$ cat src/rtl/fetch_unit_pkg.sv
// Shared sizes, state encodings and the instr/pc entry type for the fetch front end.
package fetch_unit_pkg;

    localparam int PC_WIDTH = 32;
    localparam int IWIDTH   = 32;
    localparam int DEPTH    = 256;
    localparam int PC_STEP  = 4;

    typedef enum logic [1:0] {
        S_BOOT = 2'd0,
        S_RUN  = 2'd1,
        S_HOLD = 2'd2
    } fetch_state_e;

    typedef struct packed {
        logic [IWIDTH-1:0]   instr;
        logic [PC_WIDTH-1:0] pc;
    } fetch_entry_t;

    function automatic logic [PC_WIDTH-1:0] word_align(input logic [PC_WIDTH-1:0] addr);
        return {addr[PC_WIDTH-1:2], 2'b00};
    endfunction

endpackage

$ cat src/rtl/if_skid.sv
// One-entry instr+pc holding buffer; clear takes priority over load.
module if_skid
    import fetch_unit_pkg::*;
(
    input  logic         if_clk,
    input  logic         if_rst,
    input  logic         load,
    input  logic         clear,
    input  fetch_entry_t din,
    output logic         valid,
    output fetch_entry_t entry
);

    always_ff @(posedge if_clk or negedge if_rst) begin
        if (!if_rst) begin
            valid <= 1'b0;
            entry <= '0;
        end else if (clear) begin
            valid <= 1'b0;
        end else if (load) begin
            valid <= 1'b1;
            entry <= din;
        end
    end

endmodule

$ cat src/rtl/fetch_unit.sv
// Instruction fetch: owns the PC, issues one imem word per cycle, and hands
// instr/pc pairs to decode through a one-entry skid with same-cycle redirect squash.
module fetch_unit
    import fetch_unit_pkg::*;
#(
    parameter logic [PC_WIDTH-1:0] RESET_PC = '0
) (
    input  logic                if_clk,
    input  logic                if_rst,
    input  logic                if_i_stall,
    input  logic                if_i_redirect,
    input  logic [PC_WIDTH-1:0] if_i_redirect_pc,
    output logic                if_o_im_ce,
    output logic [PC_WIDTH-1:0] if_o_im_address,
    input  logic [IWIDTH-1:0]   if_i_im_instr,
    input  logic                if_i_im_ce,
    output logic                if_o_valid,
    output logic [IWIDTH-1:0]   if_o_instr,
    output logic [PC_WIDTH-1:0] if_o_pc
);

    fetch_state_e        state, state_nxt;
    logic [PC_WIDTH-1:0] fetch_pc, inflight_pc, issue_addr;
    logic                booting, redirect_eff, resp_live, issue;
    logic                skid_load, skid_clear, skid_valid;
    fetch_entry_t        skid_entry, resp_entry;

    // Boot gates redirect as well, so nothing reaches imem while it reloads.
    assign booting      = (state == S_BOOT);
    assign redirect_eff = if_i_redirect & ~booting;
    assign resp_live    = if_i_im_ce & ~redirect_eff & ~booting;
    assign issue        = redirect_eff | (~booting & ~if_i_stall);
    assign issue_addr   = redirect_eff ? word_align(if_i_redirect_pc) : fetch_pc;

    assign if_o_im_ce      = issue;
    assign if_o_im_address = issue_addr;

    assign skid_load  = (state == S_RUN) & if_i_stall & resp_live;
    assign skid_clear = redirect_eff | ((state == S_HOLD) & ~if_i_stall);
    assign resp_entry = '{instr: if_i_im_instr, pc: inflight_pc};

    if_skid u_skid (
        .if_clk (if_clk),
        .if_rst (if_rst),
        .load   (skid_load),
        .clear  (skid_clear),
        .din    (resp_entry),
        .valid  (skid_valid),
        .entry  (skid_entry)
    );

    always_comb begin
        state_nxt = state;
        unique case (state)
            S_BOOT:  state_nxt = S_RUN;
            S_RUN:   if (skid_load) state_nxt = S_HOLD;
            S_HOLD:  if (!if_i_stall) state_nxt = S_RUN;
            default: state_nxt = S_BOOT;
        endcase
        if (redirect_eff) state_nxt = S_RUN;
    end

    always_ff @(posedge if_clk or negedge if_rst) begin
        if (!if_rst) begin
            state       <= S_BOOT;
            fetch_pc    <= word_align(RESET_PC);
            inflight_pc <= '0;
        end else begin
            state <= state_nxt;
            if (issue) begin
                inflight_pc <= issue_addr;
                fetch_pc    <= issue_addr + PC_WIDTH'(PC_STEP);
            end
        end
    end

    // Skid wins over the raw response; both are zeroed when nothing is live.
    always_comb begin
        if_o_valid = 1'b0;
        if_o_instr = '0;
        if_o_pc    = '0;
        if (!redirect_eff) begin
            if (skid_valid) begin
                if_o_valid = 1'b1;
                if_o_instr = skid_entry.instr;
                if_o_pc    = skid_entry.pc;
            end else if (resp_live) begin
                if_o_valid = 1'b1;
                if_o_instr = if_i_im_instr;
                if_o_pc    = inflight_pc;
            end
        end
    end

    a_skid_no_overflow: assert property (@(posedge if_clk) disable iff (!if_rst)
        !(skid_valid && resp_live && if_i_stall));

endmodule

$ cat config.mk
export PLATFORM = sky130hd
export DESIGN_NAME = fetch_unit
export DESIGN_NICKNAME = d
export VERILOG_FILES = /design/src/rtl/fetch_unit_pkg.sv /design/src/rtl/if_skid.sv /design/src/rtl/fetch_unit.sv
export SDC_FILE = /design/constraint.sdc
export NUM_CORES = 1
export LEC_CHECK = 0
export CELL_PAD_IN_SITES_DETAIL_PLACEMENT = 1
export CELL_PAD_IN_SITES_GLOBAL_PLACEMENT = 1
export CORE_ASPECT_RATIO = 1.25
export CORE_UTILIZATION = 30
export DETAILED_ROUTE_END_ITERATION = 8
export PLACE_DENSITY = 0.75
export SYNTH_ARGS = -nofsm -noshare
export SYNTH_HDL_FRONTEND = slang
export SYNTH_SLANG_ARGS = --single-unit
$ cat constraint.sdc
create_clock -name if_clk -period 5.02 [get_ports if_clk]
set_input_delay 1.004 -clock if_clk [delete_from_list [all_inputs] [get_ports if_clk]]
set_output_delay 1.004 -clock if_clk [all_outputs]
set_load 0.02 [all_outputs]
Word level (Yosys, flattened, before mapping)
Index checks and enable logic that the tools add are counted.
{"block": "totals", "regBits": 131, "word_cells": 44}
{"block": "op_classes", "add_sub_neg": 1, "n_mux": 16, "n_eq_ne": 4, "n_reduce_logical": 4, "n_bitwise": 13}
{"operator": "two-way mux 32 bit", "count": 7}
{"operator": "adder 32 x 3 -> 32 bit (second input constant)", "count": 1}
{"operator": "AND 1 bit", "count": 7}
{"operator": "two-way mux 2 bit", "count": 3}
{"operator": "!= test 3 bit (second input constant)", "count": 2}
{"operator": "case mux 2 bit (3 select lines)", "count": 1}
{"operator": "two-way mux 1 bit", "count": 5}
{"operator": "inverter 1 bit", "count": 4}
{"operator": "AND reduction 2 bit", "count": 2}
{"operator": "== test 2 x 1 -> 1 bit (second input constant)", "count": 1}
{"operator": "== test 2 bit (second input constant)", "count": 1}
{"operator": "zero test 2 bit", "count": 1}
{"operator": "OR 1 bit", "count": 2}
{"operator": "nonzero test 2 bit", "count": 1}

Depth between registers and ports, before layout
{"block": "logic_depth", "depth_word": 10, "mapped_depth": 14, "depth_no_buf": 9}

By module
A second synthesis with hierarchy kept.
{"block": "hier_totals", "hier_cells": 663, "hier_area_um2": 7191.9}
{"module": "fetch_unit", "cells_each": 524, "area_per_inst_um2": 4458.0, "instances": 1}
{"module": "if_skid", "cells_each": 139, "area_per_inst_um2": 2733.9, "instances": 1}

Least setup slack after synthesis
OpenSTA, ideal clock, no wires.
{"block": "synth_timing", "kind": "input-to-reg", "start": "input port if_i_redirect", "end": "register fetch_pc[24]", "path_stages": 14, "setup_slack_ns": 0.859, "setup_ns": 0.126, "required_time_ns": 4.894, "t_arrival_ns": 4.035, "n_path_buf": 5, "cell_sequence": "clkbuf_1 > o21a_1 > buf_6 > clkbuf_1 > clkbuf_1 > nand2_1 > nand2_1 > ha_1 > clkbuf_1 > nand3_1 > or4_1 > a211oi_2 > nand2_1 > a221o_1"}
{"block": "synth_via", "elab_chain_len": 3, "word_cells_on_any_way": 4}
{"item": "start: declaration", "line": "fetch_unit.sv:11", "text": "input logic if_i_redirect,"}
{"item": "AND 1 bit", "line": "fetch_unit.sv:30", "text": "assign redirect_eff = if_i_redirect & ~booting;"}
{"item": "two-way mux 32 bit", "line": "fetch_unit.sv:33", "text": "assign issue_addr = redirect_eff ? word_align(if_i_redirect_pc) : fetch_pc;"}
{"item": "via if_o_im_address[2]", "line": "fetch_unit.sv:14", "text": "output logic [PC_WIDTH-1:0] if_o_im_address,"}
{"item": "adder 32 x 3 -> 32 bit", "line": "fetch_unit.sv:72", "text": "fetch_pc <= issue_addr + PC_WIDTH'(PC_STEP);"}
{"item": "end signal: assignment", "line": "fetch_unit.sv:66", "text": "fetch_pc <= word_align(RESET_PC);"}
{"item": "end signal: assignment", "line": "fetch_unit.sv:72"}
{"item": "end: declaration", "line": "fetch_unit.sv:23", "text": "logic [PC_WIDTH-1:0] fetch_pc, inflight_pc, issue_addr;"}
The timed path passes the listed nets, and every way through them passes these cells.
A chain may end at the register's enable or synchronous reset.

Final worst setup path
{"block": "layout_timing", "start": "input port if_i_redirect", "end": "output port if_o_pc[12]"}
{"block": "layout_via", "elab_chain_len": 7}
{"item": "AND 1 bit *", "line": "fetch_unit.sv:30"}
{"item": "inverter 1 bit", "line": "fetch_unit.sv:31", "text": "assign resp_live = if_i_im_ce & ~redirect_eff & ~booting;"}
{"item": "AND 1 bit (2 in series)", "line": "fetch_unit.sv:31"}
{"item": "two-way mux 32 bit", "line": "fetch_unit.sv:87", "text": "end else if (resp_live) begin"}
{"item": "two-way mux 32 bit", "line": "fetch_unit.sv:83", "text": "if (skid_valid) begin"}
{"item": "two-way mux 32 bit *", "line": "fetch_unit.sv:82", "text": "if (!redirect_eff) begin"}
{"item": "end: declaration", "line": "fetch_unit.sv:19", "text": "output logic [PC_WIDTH-1:0] if_o_pc"}
Mark *: on every way between the ends. The rest lies on a longest branch, timed or not.

==> impl_metrics.json <==
{
  "synth_edf_count": 0,
  "post-route-min-period_ns": 4.48,
  "post-cts-setup-buffer-count": 0,
  "syn2layout_area_growth_pct": 37.8,
  "synthTopCellsByCount": "dfrtp_1 (129), nand2_1 (86), mux2_2 (71)",
  "r2r_slack_ns": 1.37,
  "grt_pass1_vias": 6136,
  "overflow": 0,
  "grt_pass1_wl_mm": 34.1,
  "crit_chain": "clkdlybuf4s50_1 -> o21a_2 -> nor2_4 -> buf_4 -> a22o_1 -> clkdlybuf4s50_1",
  "worstPathArrival_ns": 3.48,
  "cp_slowest_cell": "nor2_4",
  "hold_slack_ns": 0.505,
  "power.density_mw_per_mm2": 394,
  "outcome": "finished clean",
  "drc_errors": 0,
  "fin_worst_skew_ns": 0.0109,
  "reg2reg_from": "state[1]",
  "worst_setup_path_end_kind": "primary output",
  "synth-async-reset-ratio": 1.00,
  "clkLatencyLatePin_ns": 0.42,
  "die_area_mm2": 0.0235,
  "cp-endpoint": "if_o_pc[12]",
  "critPathLaunch": "if_i_redirect",
  "ys.flop_type": "dfrtp_1",
  "r2r_end": "fetch_pc[24]",
  "dieWidth_um": 137,
  "startpoint_type": "primary input",
  "max_slew.worst_pin.slew_ns": 0.939,
  "leakagePower_nw": 3.93,
  "crit_fanout": 37,
  "setup_viol": 0,
  "nFillCells": 2505,
  "synth_fp_nets": 740,
  "synth_most_common_cell": "dfrtp_1",
  "seq_area_frac_synth": 0.470,
  "relSlewSlack": 0.373,
  "num_rows": 61,
  "cp_common_cell": "clkdlybuf4s50_1",
  "synth_top_area_share": 0.470,
  "netlist_area_mm2": 0.00687,
  "initial_utilization": 0.307,
  "rsz0062_at_grt": "no",
  "cts-htree-levels": 4,
  "ys_types": 50,
  "root_buffer": "clkbuf_16",
  "drtPass1Iterations": 5,
  "dr_total_vias": 5885,
  "cts_made_buffers": 17,
  "hold_path_class": "reg2reg",
  "grt_max_degree": 95,
  "max_freq_mhz": 223,
  "synth_seq_cells": 129,
  "drt_wl_total_mm": 21.7,
  "synth.area.top_cells": "dfrtp_1 (47%), mux2_2 (12%), a22o_1 (8.2%)",
  "coreArea_mm2": 0.0224,
  "clkSinkCount": 129,
  "fin_util": 0.423,
  "postCtsHoldBufs": 0,
  "cts_tree": "built",
  "syn_inst": 670,
  "setup_ws_ns": 0.537,
  "ir_worst_vdd_uv": 280,
  "drtIter0Drc": 378,
  "antenna_found_initial": 1,
  "drv_cap": 0,
  "final-hold-violation-count": 0,
  "final.period_utilization": 0.893,
  "nets": 899,
  "setup_tns_ns": 0,
  "gp_congestion": 0.836,
  "drive_gt1_frac": 0.160,
  "via_per_inst": 5.24,
  "slowest_delay_ns": 0.72,
  "crit_type": "in2out",
  "cts_buffer_depth": 2,
  "postRouteAntennaNets": 0,
  "avgSynthCellArea_um2": 10.3,
  "required_ns": 4.02,
  "grt_usage": 0.191,
  "yosys_warnings": 0,
  "dp_hpwl_mm": 15.5,
  "ctsResizeCount": 0,
  "worst_r2r_path_depth": 9,
  "synth_top_area_cell": "dfrtp_1",
  "drv_slew": 0,
  "preCtsSetupSlack_ns": 0.511,
  "wl_per_cell_um": 19.3,
  "clkTransAtPathRegs_ns": 0.05,
  "ios": 167,
  "portBuffers": 164,
  "dieHeight_um": 171
}
==> worst max-delay path: cells and delay by family <==
family | cells | cell delay [ns]
buf+inv | 3 | 1.40
simple gates | 1 | 0.72
compound gates | 2 | 0.33
==> cells by family after synthesis <==
| family | count (synthesis) | share of synthesized area |
|---|---|---|
| AO/OA/AOI/OAI | 164 | 0.176 |
| buffers and inverters | 65 | 0.0399 |
| flip-flops | 129 | 0.470 |
| adder cells (fa/ha/maj) | 1 | 0.00182 |
| multiplexers | 96 | 0.153 |
| AND/OR/NAND/NOR | 202 | 0.143 |
| XOR/XNOR | 13 | 0.0166 |
==> registers in the layout, indices dropped and copies added, names as in the netlist <==
name / count
u_skid.valid: 1
u_skid.entry: 64
fetch_pc: 32
inflight_pc: 30
state: 2
==> through the flow <==
step                instances  power, mW  area [um2]
floorplan                 670       2.07        6870
global placement         1093       2.51        8890
detailed placement       1093       2.56        8890
CTS                      1123       3.78        9460
global route             1124       3.94        9460
finish                   1124       3.73        9460
==> cell usage in the layout, fill, tap and decap left out, drive strengths merged, types with 11 or more instances in the layout <==
cell type	instances
dfrtp	129
o21ai	35
nand4	12
nand3	18
nor3	11
a22o	64
inv	21
nor2	24
clkdlybuf4s50	163
a21oi	12
mux2i	25
and3	12
clkbuf	21
buf	22
nand2	86
mux2	71
==> where the power goes <==
group / switching (mW) / leakage, nW / internal (mW)
clock: 0.455 / 0.267 / 0.751
sequential: 0.195 / 1.57 / 1.31
combinational: 0.512 / 2.10 / 0.512
total: 1.16 / 3.93 / 2.57
==> per-layer routing <==
layer / GRT usage / share of wire
met5: 0 / 0
met4: 0.0669 / 0.019
met3: 0.0261 / 0.033
met2: 0.329 / 0.52
met1: 0.243 / 0.42
==> cell type report <==
class	instances	area (um2)	share of cell area
inverters	20	75.1	0.00793
clock buffers	21	460	0.0487
clock inverters	9	109	0.0115
flip-flops and latches	129	3230	0.341
multi-input cells	476	3410	0.360
well taps	283	354	0.0374
repair buffers	185	1830	0.193
diodes	1	2.50	0.000264
==> worst min-delay path by stage <==
stage                startpoint          endpoint  slack [ns]  cells past startpoint
2_1_floorplan      fetch_pc[31]      fetch_pc[31]        0.46                      2
3_3_place_gp     inflight_pc[6]    inflight_pc[6]        0.48                      2
3_5_place_dp       fetch_pc[31]      fetch_pc[31]        0.49                      2
4_1_cts          inflight_pc[6]    inflight_pc[6]        0.51                      2
5_1_grt        u_skid.entry[16]  u_skid.entry[16]        0.52                      1
6_report         inflight_pc[5]    inflight_pc[5]        0.51                      2
(Power assumes the default switching activity.)
